==> config.mk <==
export PLATFORM = sky130hd
export DESIGN_NAME = fetch_unit_flat
export DESIGN_NICKNAME = d
export VERILOG_FILES = /design/src/rtl/fetch_unit_if.sv /design/src/rtl/fetch_unit.sv /design/src/flat_wrapper.sv
export SDC_FILE = /design/constraint.sdc
export NUM_CORES = 1
export LEC_CHECK = 0
export ABC_CLOCK_PERIOD_IN_PS = 2100
export CAP_MARGIN = 10
export CORE_AREA = 2 2 150 211
export DETAILED_ROUTE_END_ITERATION = 10
export DIE_AREA = 0 0 152 213
export HOLD_SLACK_MARGIN = 0.02
export PLACE_DENSITY = 0.76
export SKIP_CTS_REPAIR_TIMING = 1
export SLEW_MARGIN = 0
export SYNTH_ARGS = -nofsm -noshare
export SYNTH_HDL_FRONTEND = slang
export SYNTH_SLANG_ARGS = --single-unit
==> constraint.sdc <==
create_clock -name clk -period 2.1 [get_ports clk]
set_input_delay 0.525 -clock clk [delete_from_list [all_inputs] [get_ports clk]]
set_output_delay 0.525 -clock clk [all_outputs]
set_load 0.005 [all_outputs]
==> src/rtl/fetch_unit_if.sv <==
// Instruction-memory request/response bus between the fetch unit and imem.
// Latency: n/a (wiring only).
// Backpressure: imem_gnt acknowledges a request; imem_rvalid returns its data.
//
// Ports (signals):
//   imem_req / imem_addr : request from fetch (master) to memory (slave)
//   imem_gnt             : request accepted this cycle
//   imem_rvalid / imem_rdata : read response
interface fetch_unit_if #(
    parameter int ADDR_W  = 32,
    parameter int INSTR_W = 128
) ();
    logic               imem_req;
    logic [ADDR_W-1:0]  imem_addr;
    logic               imem_gnt;
    logic               imem_rvalid;
    logic [INSTR_W-1:0] imem_rdata;

    modport master (
        output imem_req,
        output imem_addr,
        input  imem_gnt,
        input  imem_rvalid,
        input  imem_rdata
    );

    modport slave (
        input  imem_req,
        input  imem_addr,
        output imem_gnt,
        output imem_rvalid,
        output imem_rdata
    );
endinterface

==> src/rtl/fetch_unit.sv <==
// Single-outstanding instruction fetch FSM with stall buffer and redirect drain.
// Latency: instr_valid pulses the cycle after imem_rvalid (or after stall drops).
// Backpressure: stall parks the returned word in a one-entry buffer; no new request meanwhile.
//
// Ports:
//   clk, rstn            : clock, async active-low reset
//   stall                : decode not accepting, hold fetched instruction
//   redirect/redirect_pc : branch/jump redirect pulse and target
//   imem (master)        : imem_req/imem_addr out, imem_gnt/imem_rvalid/imem_rdata in
//   instr_f/instr_valid  : delivered instruction and its one-cycle enable
//   pc_f                 : current fetch PC
module fetch_unit #(
    parameter int                ADDR_W   = 32,
    parameter int                INSTR_W  = 128,
    parameter int                PC_STEP  = 16,
    parameter logic [ADDR_W-1:0] RESET_PC = '0
) (
    input  logic               clk,
    input  logic               rstn,
    input  logic               stall,
    input  logic               redirect,
    input  logic [ADDR_W-1:0]  redirect_pc,
    fetch_unit_if.master       imem,
    output logic [INSTR_W-1:0] instr_f,
    output logic               instr_valid,
    output logic [ADDR_W-1:0]  pc_f
);

    localparam logic [2:0] IDLE  = 3'd0;
    localparam logic [2:0] REQ   = 3'd1;
    localparam logic [2:0] WAIT  = 3'd2;
    localparam logic [2:0] HOLD  = 3'd3;
    localparam logic [2:0] DRAIN = 3'd4;

    logic [2:0]         state_q, state_d;
    logic [ADDR_W-1:0]  pc_q, pc_d;
    logic [INSTR_W-1:0] instr_q, instr_d;
    logic               vld_q, vld_d;
    logic [INSTR_W-1:0] buf_q, buf_d;

    logic [ADDR_W-1:0]  pc_next;

    // Wraps modulo 2^ADDR_W by construction.
    assign pc_next = pc_q + ADDR_W'(PC_STEP);

    always_comb begin
        state_d = state_q;
        pc_d    = pc_q;
        instr_d = instr_q;
        vld_d   = 1'b0;
        buf_d   = buf_q;

        if (redirect) begin
            pc_d  = redirect_pc;
            buf_d = '0;
            case (state_q)
                IDLE, HOLD: state_d = REQ;
                // A grant in the redirect cycle leaves a response in flight.
                REQ:        state_d = imem.imem_gnt ? DRAIN : REQ;
                // A response arriving with the redirect closes the transaction;
                // draining would wait for data that never comes.
                WAIT:       state_d = imem.imem_rvalid ? REQ : DRAIN;
                DRAIN:      state_d = imem.imem_rvalid ? REQ : DRAIN;
                default:    state_d = IDLE;
            endcase
        end else begin
            case (state_q)
                IDLE: state_d = REQ;
                REQ: begin
                    if (imem.imem_gnt) state_d = WAIT;
                end
                WAIT: begin
                    if (imem.imem_rvalid) begin
                        if (stall) begin
                            buf_d   = imem.imem_rdata;
                            state_d = HOLD;
                        end else begin
                            instr_d = imem.imem_rdata;
                            vld_d   = 1'b1;
                            pc_d    = pc_next;
                            state_d = REQ;
                        end
                    end
                end
                HOLD: begin
                    if (!stall) begin
                        instr_d = buf_q;
                        vld_d   = 1'b1;
                        pc_d    = pc_next;
                        state_d = REQ;
                    end
                end
                DRAIN: begin
                    if (imem.imem_rvalid) state_d = REQ;
                end
                default: state_d = IDLE;
            endcase
        end
    end

    always_ff @(posedge clk or negedge rstn) begin
        if (!rstn) begin
            state_q <= IDLE;
            pc_q    <= RESET_PC;
            instr_q <= '0;
            vld_q   <= 1'b0;
            buf_q   <= '0;
        end else begin
            state_q <= state_d;
            pc_q    <= pc_d;
            instr_q <= instr_d;
            vld_q   <= vld_d;
            buf_q   <= buf_d;
        end
    end

    assign imem.imem_req  = (state_q == REQ);
    assign imem.imem_addr = pc_q;
    assign instr_f        = instr_q;
    assign instr_valid    = vld_q;
    assign pc_f           = pc_q;

endmodule

==> src/flat_wrapper.sv <==
// flat-port wrapper written by rule: the top's interface ports become plain ports
module fetch_unit_flat 
#(
    parameter int                ADDR_W   = 32,
    parameter int                INSTR_W  = 128,
    parameter int                PC_STEP  = 16,
    parameter logic [ADDR_W-1:0] RESET_PC = '0
)
  (clk, rstn, stall, redirect, redirect_pc, instr_f, instr_valid, pc_f, imem_imem_req, imem_imem_addr, imem_imem_gnt, imem_imem_rvalid, imem_imem_rdata);
  fetch_unit_if #(.ADDR_W(ADDR_W), .INSTR_W(INSTR_W)) imem_i ();
  input  logic clk;
  input  logic rstn;
  input  logic stall;
  input  logic redirect;
  input  logic [ADDR_W-1:0] redirect_pc;
  output logic [INSTR_W-1:0] instr_f;
  output logic instr_valid;
  output logic [ADDR_W-1:0] pc_f;
  output wire logic [$bits(imem_i.imem_req)-1:0] imem_imem_req;
  output wire logic [$bits(imem_i.imem_addr)-1:0] imem_imem_addr;
  input wire logic [$bits(imem_i.imem_gnt)-1:0] imem_imem_gnt;
  input wire logic [$bits(imem_i.imem_rvalid)-1:0] imem_imem_rvalid;
  input wire logic [$bits(imem_i.imem_rdata)-1:0] imem_imem_rdata;
  assign imem_imem_req = imem_i.imem_req;
  assign imem_imem_addr = imem_i.imem_addr;
  assign imem_i.imem_gnt = imem_imem_gnt;
  assign imem_i.imem_rvalid = imem_imem_rvalid;
  assign imem_i.imem_rdata = imem_imem_rdata;
  fetch_unit #(.ADDR_W(ADDR_W), .INSTR_W(INSTR_W), .PC_STEP(PC_STEP), .RESET_PC(RESET_PC)) u_core (.clk(clk), .rstn(rstn), .stall(stall), .redirect(redirect), .redirect_pc(redirect_pc), .imem(imem_i), .instr_f(instr_f), .instr_valid(instr_valid), .pc_f(pc_f));
endmodule
---- Yosys cells after proc, flatten, opt, wreduce, memory -nomap -nowiden ----
Index checks and enable logic that the tools add are counted.
storage, ports and cells
  word-level logic and storage cells ...... 56
  input port bits ......................... 166
  output and inout bits ................... 194
  register bits ........................... 292
operators by class
  multiplexer cells ....................... 26
  $add $sub $neg .......................... 1
  equal/unequal tests ..................... 11
  bitwise operators ....................... 1
  reduce and logical (&&, ||, !) cells .... 12
operators by type and width
  kind                   count
  $mux 128               7
  $pmux 128 s2           1
  $mux 32                3
  $pmux 32 s2            1
  $add 32x5->32 const B  1
  $mux 3                 7
  $pmux 3 s5             1
  $ne 3x3->1 const B     3
  $pmux 3 s3             1
  $reduce_bool 2->1      4
  $eq 3x2->1 const B     2
  $ne 2x2->1 const B     3
  $reduce_and 5->1       1
  $reduce_and 4->1       1
  $reduce_or 2->1        2
  $eq 3x1->1 const B     1
  $eq 3x3->1 const B     1
  $logic_not 3->1        1
  $mux 1                 3
  $ne 3x2->1 const B     1
  $reduce_and 3->1       1
  $reduce_bool 3->1      1
  $mux 2                 1
  $pmux 1 s2             1
  2 further kinds        2

---- Longest topological paths before layout ----
Gate-level depths: netlist of the first run.
  word-level depth ........................ 5
  depth in mapped cells ................... 8
  depth with buffers taken out ............ 5

---- Least setup slack after synthesis of the first run ----
No wires, ideal clock.
  path kind ............................... register to register
  start ................................... register u_core.pc_q[4], in the netlist u_core.imem.imem_addr[4]
  end ..................................... register u_core.pc_q[24], in the netlist u_core.imem.imem_addr[24]
  buffers on the path ..................... 1
  data required time ...................... 2.018 ns
  clock period less this slack ............ 2.047 ns
  stages on the path, launching flop included .. 7
  library setup time ...................... 0.082 ns
  arrival ................................. 1.965 ns
  setup slack ............................. 0.053 ns
  cells stage by stage .................... dfrtp_1 -> ha_1 -> nand4_2 -> or2_2 -> clkbuf_1 -> or4_1 -> a31oi_1
between the ends
  longest elaborated chain between the ends .. 5
ends and longest elaborated chain
  what                    line                                RTL
  start, declared         fetch_unit.sv:36                    logic [ADDR_W-1:0] pc_q, pc_d;
  start signal, assigned  fetch_unit.sv:110                   pc_q <= pc_d;
  $add 32x5->32 *         fetch_unit.sv:44                    assign pc_next = pc_q + ADDR_W'(PC_STEP);
  $mux 32 *               fetch_unit.sv:74, fetch_unit.sv:86
  $mux 32                 fetch_unit.sv:73                    if (imem.imem_rvalid) begin
  $pmux 32 s2 *           fetch_unit.sv:67                    case (state_q)
  $mux 32 *               fetch_unit.sv:53                    if (redirect) begin
Every way passes the cells marked *; elsewhere a longest branch is shown, timed or not. The select of a mux whose other input is x is not followed.
A chain may end at the register's enable or synchronous reset.

---- Final worst setup path of the first run ----
  start ................................... register u_core.pc_q[16], in the netlist u_core.imem.imem_addr[16]
  end ..................................... output port pc_f[16]
RTL lines
  what           line                RTL
  end, declared  flat_wrapper.sv:18  output logic [ADDR_W-1:0] pc_f;
No word-level cell between the ends.

==> summary.md, run 1 <==
| Metric | Value |
|---|---|
| Outcome | finished, final reports clean |
| Max clock buf depth | 3 |
| Drt pass-1 iters | 5 |
| Commonest non-fill, non-tap cell in the layout | clkdlybuf4s50_1 |
| Worst Skew | 15.0 ps |
| Max VDD drop | 0.582 mV |
| Synth unique cells | 48 |
| Net count, final | 1906 |
| Req. time, crit path | 1570 ps |
| Fin util | 0.616 |
| Synth Register Bits | 292 |
| # setup viols final | 0 |
| DP HPWL | 26200 um |
| Setup ws final | between 30 and 40 ps |
| Met1 Use GR | 0.272 |
| R2r setup slk | around 39 ps |
| Clk_lat worst skew | 550 ps |
| Cell area after synthesis | ~0.013 mm^2 |
| Min Hold Slack | between 200 and 300 ps |
| I/O pin cnt | 360 |
| Routed length per instance | 18.0 um |
| Startpoint Class | flop |
| Sink Count | 292 |
| Num CTS Buffers | 29 |
| CORE AREA | 0.0305 mm^2 |
| CTS tree | yes |
| Clock transition at path regs | 60 ps |
| Seq/Total Area, Yosys | 0.553 |
| Post-Syn Nets | 1555 |
| FFs w/ async S/R, synth | 1.00 |
| Met2 Usage GRT | 0.402 |
| Initial antenna violation count | 5 |
| Critical Path End Type | output port |
| Fmax achieved | roughly 0.49 GHz |
| Final hold vios | 0 |
| Area delta synth->final | 42.3% |
| PortBufs | 359 |
| Worst Hold Class | input port to flop |
| Drt drc | 0 |
| First-pass GRT wire length | 60200 um |
| GP Congestion | around 0.84 |
| Remaining global-route overflow | 0 |
| DR iter-0 viols | 657 |
| Leading post-synthesis cells by cell area | dfrtp_1 (55%), a21oi_1 (9.9%), mux2i_1 (9.8%) |
| Vias in the first global route | between 10000 and 15000 |
| Most frequent cells in the layout | clkdlybuf4s50_1 (328), dfrtp_1 (281), nand2_1 (279) |
| Die ar. | 0.0324 mm^2 |
| Final min period | a little over 2000 ps |
| Chip Width | roughly 150 um |
| Cells after synthesis | 1388 |
| Antenna Nets Post-Route | 0 |
| Met3 usage in global routing | 0.0408 |
| Worst Path Arrival | 1540 ps |
| Clk root buf | clkbuf_16 |
| Max cap viols | 0 |
| Post-Route WL | between 30000 and 40000 um |
| Yosys top cell area share | 0.553 |
| Worst-path fanout max | 7 |
| Initial core utilization | 0.433 |
| Synth warn | 0 |
| Predominant post-synthesis flop cell | dfrtp_1 |
| DP Worst Slack | -299 ps |
| Syn Area/Cell | between 9 and 10 um^2 |
| Unrepaired setup endpoints after global routing | yes |
| Slew Viols, Final | 0 |
| Final period util | 0.982 |
| All-Layer GR Usage | 0.228 |
| PwrDens | 1060 mW/mm^2 |
| Post-synth top area cell | dfrtp_1 |
| Via/cell ratio | 5.35 |
| H-tree Lvls | 1 |
| Layout cells sized above 1 | 0.0999 |
| Most Crowded Layer GR | met2 |
| FP Rows | 76 |
| Leak | 8.72 nW |
| Setup CP Type | flop to output port |
| Slew @ Worst Pin | roughly 530 ps |
| Worst relative slew slack | 0.649 |
| Number of flops mapped to enable cells by yosys | 0 |
| Die Ht | 213 um |
| Vias | 11538 |
| Pin count of the biggest net entering global routing | 76 |
==> critical path, stage by stage, from the launching register on <==
cell	delay, ps
dfrtp_1	360
buf_6	130
clkdlybuf4s50_1	490
==> synthesized netlist by cell type (all sizes together) (2+ instances only) <==
cell type      n
xor2           3
o31ai         13
a21oi        261
nor4           3
nor2b          5
o21ai         14
inv            4
mux2i        129
mux2           5
a22oi          2
buf           76
or4           15
a31oi         14
or3            3
dfrtp        292
nand4         14
nand3b         2
nand2        280
xnor2          3
clkbuf        53
o211ai         3
and2           3
and4           4
and3           5
dlygate4sd1    2
nor3           5
or2            2
nand3         14
nor2         150
==> flip-flops by register name (all words and copies together) (netlist names) <==
| name | count |
|---|---|
| u_core.instr_f | 128 |
| u_core.state_q | 3 |
| u_core.imem.imem_addr | 32 |
| u_core.instr_valid | 1 |
| u_core.buf_q | 128 |
==> stage by stage <==
step / power [W] / setup TNS [ps] / instances / instance area (um^2)
2_1_floorplan: 0.0103 / 0 / 1388 / 13200
3_3_place_gp: 0.0144 / -47440 / 2075 / 17500
3_5_place_dp: 0.0146 / -51620 / 2075 / 17500
4_1_cts: 0.0201 / -2140 / 2129 / 18500
5_1_grt: 0.0210 / -45.3 / 2157 / 18800
6_report: 0.0200 / 0 / 2157 / 18800
==> report_power, final <==
part	internal [W]	leakage, nW	total, W	switching (W)
logic	0.00390	4.54	0.00652	0.00262
clock network	0.00325	0.495	0.00548	0.00223
registers	0.00704	3.69	0.00799	0.000957
total	0.0142	8.72	0.0200	0.00580
==> cells by family (layout without fill, tap and decap cells) <==
group | count (synthesis) | in the layout | synth area share
and+or+nand+nor | 508 | 508 | 0.162
AOI/OAI and AO/OA | 312 | 312 | 0.124
DFF | 292 | 292 | 0.553
buffers and inverters | 135 | 509 | 0.0536
muxes | 134 | 134 | 0.102
xor gates and xnor gates | 6 | 6 | 0.00398
adders and majority gates | 1 | 1 | 0.000947
other | 0 | 5 | 0
==> area by class of cell <==
cell class                      count  area (um^2)
Timing Repair Buffer              451         4710
Sequential cell                   292         7320
Multi-Input combinational cell    961         5230
Inverter                            4         15.0
Antenna cell                        5         12.5
Fill cell                        2464        11700
Tap cell                          390          488
Clock buffer                       39          823
Clock inverter                     15          190
==> routing by layer <==
layer,wire length [um],part of all wire,vias to the layer above
li1,-,-,5422
met1,15000,0.39,5607
met2,19900,0.51,417
met3,2290,0.059,92
met4,1550,0.040,0
met5,0,0,-
==> worst paths after layout <==
check                                                           start                                     to  cells past startpoint
worst max-delay path            u_core.imem.imem_addr[16]$_DFFE_PN0P_                               pc_f[16]                      2
worst min-delay path                                         redirect           u_core.buf_q[79]$_DFFE_PN0P_                      2
worst max register to register   u_core.imem.imem_addr[4]$_DFFE_PN0P_  u_core.imem.imem_addr[31]$_DFFE_PN0P_                      5
worst min register to register           u_core.buf_q[79]$_DFFE_PN0P_           u_core.buf_q[79]$_DFFE_PN0P_                      2
max in group asynchronous                                        rstn         u_core.instr_f[20]$_DFFE_PN0P_                      3
min in group asynchronous                                        rstn        u_core.instr_f[120]$_DFFE_PN0P_                      2
No activity file was read; power rests on OpenSTA's default activity.
==> inputs of run 2 (changes only) <==
--- a/config.mk
+++ b/config.mk
@@ -6,7 +6,6 @@
 export NUM_CORES = 1
 export LEC_CHECK = 0
 export ABC_CLOCK_PERIOD_IN_PS = 2100
-export CAP_MARGIN = 10
 export CORE_AREA = 2 2 150 211
 export DETAILED_ROUTE_END_ITERATION = 10
 export DIE_AREA = 0 0 152 213
==> results of run 2 <==
No change in the layout: final DEF, timing and power equal those of run 1.
==> inputs of run 3 (changes only) <==
--- a/config.mk
+++ b/config.mk
@@ -7,6 +7,7 @@
 export LEC_CHECK = 0
 export ABC_CLOCK_PERIOD_IN_PS = 2100
 export CORE_AREA = 2 2 150 211
+export CTS_BUF_LIST = sky130_fd_sc_hd__clkbuf_4 sky130_fd_sc_hd__clkbuf_8 sky130_fd_sc_hd__clkbuf_16
 export DETAILED_ROUTE_END_ITERATION = 10
 export DIE_AREA = 0 0 152 213
 export HOLD_SLACK_MARGIN = 0.02
==> run 3 against run 2 <==
Register-to-register slack is essentially flat. Worst hold slack lost 5.5 ps. Cell count barely moved. Routed wire length decreased by 0.21%. Via count down 0.45%. Clock skew shrank 1.3 ps. Combinational power barely moved. Sequential share of layout area barely moved. Sequential cell count unchanged. Maximum frequency decreased by 0.20%. Total power is 0.21% higher. Largest cell class unchanged.
==> summary.md, run 3 (synthesized netlist as in run 1, its figures left out) <==
| Metric | Value |
|---|---|
| Worst-path fanout max | 12 (was 7) |
| Vias | 11486 (was 11538) |
| H-tree Lvls | 1 (unchanged) |
| Final period util | 0.983 (was 0.982) |
| Worst setup path start | u_core.imem.imem_addr[4]$_DFFE_PN0P_ (was u_core.imem.imem_addr[16]$_DFFE_PN0P_) |
| Die ar. | 0.0324 mm^2 (unchanged) |
| Hold wc startpoint | redirect (unchanged) |
| Slew Viols, Final | 0 (unchanged) |
| Die Ht | 213 um (unchanged) |
| Placement-stage cell area | 0.0175 mm^2 (unchanged) |
| Critical Path End Type | flop (was output port) |
| DP Worst Slack | -299 ps (unchanged) |
| GP Congestion | 0.840 (unchanged) |
| DP HPWL | 26200 um (unchanged) |
| FF-to-FF Start | u_core.imem.imem_addr[4]$_DFFE_PN0P_ (unchanged) |
| Max cap viols | 0 (unchanged) |
| Outcome | finished, final reports clean (unchanged) |
| Multi-input logic area | 0.00523 mm^2 (unchanged) |
| Setup ws final | 34.7 ps (was 38.8 ps) |
| Commonest non-fill, non-tap cell in the layout | clkdlybuf4s50_1 (unchanged) |
| Post-Route WL | 38700 um (was 38800 um) |
| Final Cell Area | 0.0188 mm^2 (about the same) |
| Remaining global-route overflow | 0 (unchanged) |
| Sink Count | 292 (unchanged) |
| Final min period | 2070 ps (was 2060 ps) |
| Drt drc | 0 (unchanged) |
| Routed length per instance | 17.9 um (was 18.0 um) |
| Area delta synth->final | 42.3% (about the same) |
| PwrDens | 1070 mW/mm^2 (was 1060 mW/mm^2) |
| Initial core utilization | 0.433 (unchanged) |
| Sequential cell area | 0.00732 mm^2 (unchanged) |
| Drt pass-1 iters | 4 (was 5) |
| Max clock buf depth | 3 (unchanged) |
| Fin util | 0.616 (about the same) |
| Worst relative slew slack | 0.668 (was 0.649) |
| First-pass GRT wire length | 60100 um (was 60200 um) |
| Setup CP Type | flop to flop (was flop to output port) |
| Req. time, crit path | 2570 ps (was 1570 ps) |
| Max VDD drop | 0.581 mV (was 0.582 mV) |
| Worst Path Arrival | 2530 ps (was 1540 ps) |
| Worst Hold Class | input port to flop (unchanged) |
| Most frequent cells in the layout | clkdlybuf4s50_1 (328), dfrtp_1 (281), nand2_1 (279) (unchanged) |
| Num CTS Buffers | 29 (unchanged) |
| Leak | 8.74 nW (was 8.72 nW) |
| Pin count of the biggest net entering global routing | 76 (unchanged) |
| Unrepaired setup endpoints after global routing | yes (unchanged) |
| PortBufs | 359 (unchanged) |
| Antenna Nets Post-Route | 0 (unchanged) |
| Clk_lat worst skew | 550 ps (about the same) |
| DR iter-0 viols | 706 (was 657) |
| Fmax achieved | 0.484 GHz (was 0.485 GHz) |
| Worst Skew | 13.7 ps (was 15.0 ps) |
| # setup viols final | 0 (unchanged) |
| FP Rows | 76 (unchanged) |
| Clock transition at path regs | 60 ps (about the same) |
| I/O pin cnt | 360 (unchanged) |
| Startpoint Class | flop (unchanged) |
| Slew @ Worst Pin | 497 ps (was 526 ps) |
| All-Layer GR Usage | 0.228 (about the same) |
| Net count, final | 1906 (unchanged) |
| CTS tree | yes (unchanged) |
| Tot Pwr | 0.0200 W (about the same) |
| Initial antenna violation count | 4 (was 5) |
| Vias in the first global route | 11335 (was 11376) |
| Clk root buf | clkbuf_16 (unchanged) |
| CORE AREA | 0.0305 mm^2 (unchanged) |
| Chip Width | 152 um (unchanged) |
| Layout cells sized above 1 | 0.102 (was 0.0999) |
| Via/cell ratio | 5.33 (was 5.35) |
| Final hold vios | 0 (unchanged) |
| Fill cell count | 2453 (was 2464) |
==> run 3: report_power, final <==
part	switching (W)	internal (W)
sequential	0.000955	0.00704
clock	0.00223	0.00330
combinational	0.00261	0.00390
==> run 3: final timing paths <==
check	endpoint	slack, ps	depth (start not counted)
max	u_core.imem.imem_addr[31]$_DFFE_PN0P_	30	5
min	u_core.buf_q[79]$_DFFE_PN0P_	290	2
max reg2reg	u_core.imem.imem_addr[31]$_DFFE_PN0P_	30	5
min reg2reg	u_core.buf_q[77]$_DFFE_PN0P_	520	2
max in group asynchronous	u_core.instr_f[17]$_DFFE_PN0P_	880	3
min in group asynchronous	u_core.instr_f[120]$_DFFE_PN0P_	480	2
==> run 3: area by class of cell <==
cell class / instances / share of cell area
diodes: 4 / 0.000532
well taps: 390 / 0.0259
clock inverters: 15 / 0.0101
inverters: 4 / 0.000798
repair buffers: 451 / 0.251
flip-flops and latches: 292 / 0.389
clock buffers: 39 / 0.0446
multi-input cells: 961 / 0.278
==> run 3: layer usage <==
metal / vias up / wire length, um / global-route usage
li1: 5428 / - / -
met1: 5538 / 14900 / 0.271
met2: 434 / 19900 / 0.403
met3: 86 / 2390 / 0.0402
met4: 0 / 1480 / 0.103
met5: - / 0 / 0
==> run 3: metrics by stage <==
stage,TNS [ps],hold slack (ps),cells
2_1_floorplan,0,229,1388
3_3_place_gp,-47440,480,2075
3_5_place_dp,-51620,486,2075
4_1_cts,-2230,-120,2129
5_1_grt,-46.4,299,2156
6_report,0,289,2156
==> run 3: worst max-delay path, stage by stage (launching register included) <==
cell and delay [ps]:
dfrtp_1 400, buf_4 130, nand2_1 130, or4_4 590, or4_1 550, a31oi_1 190
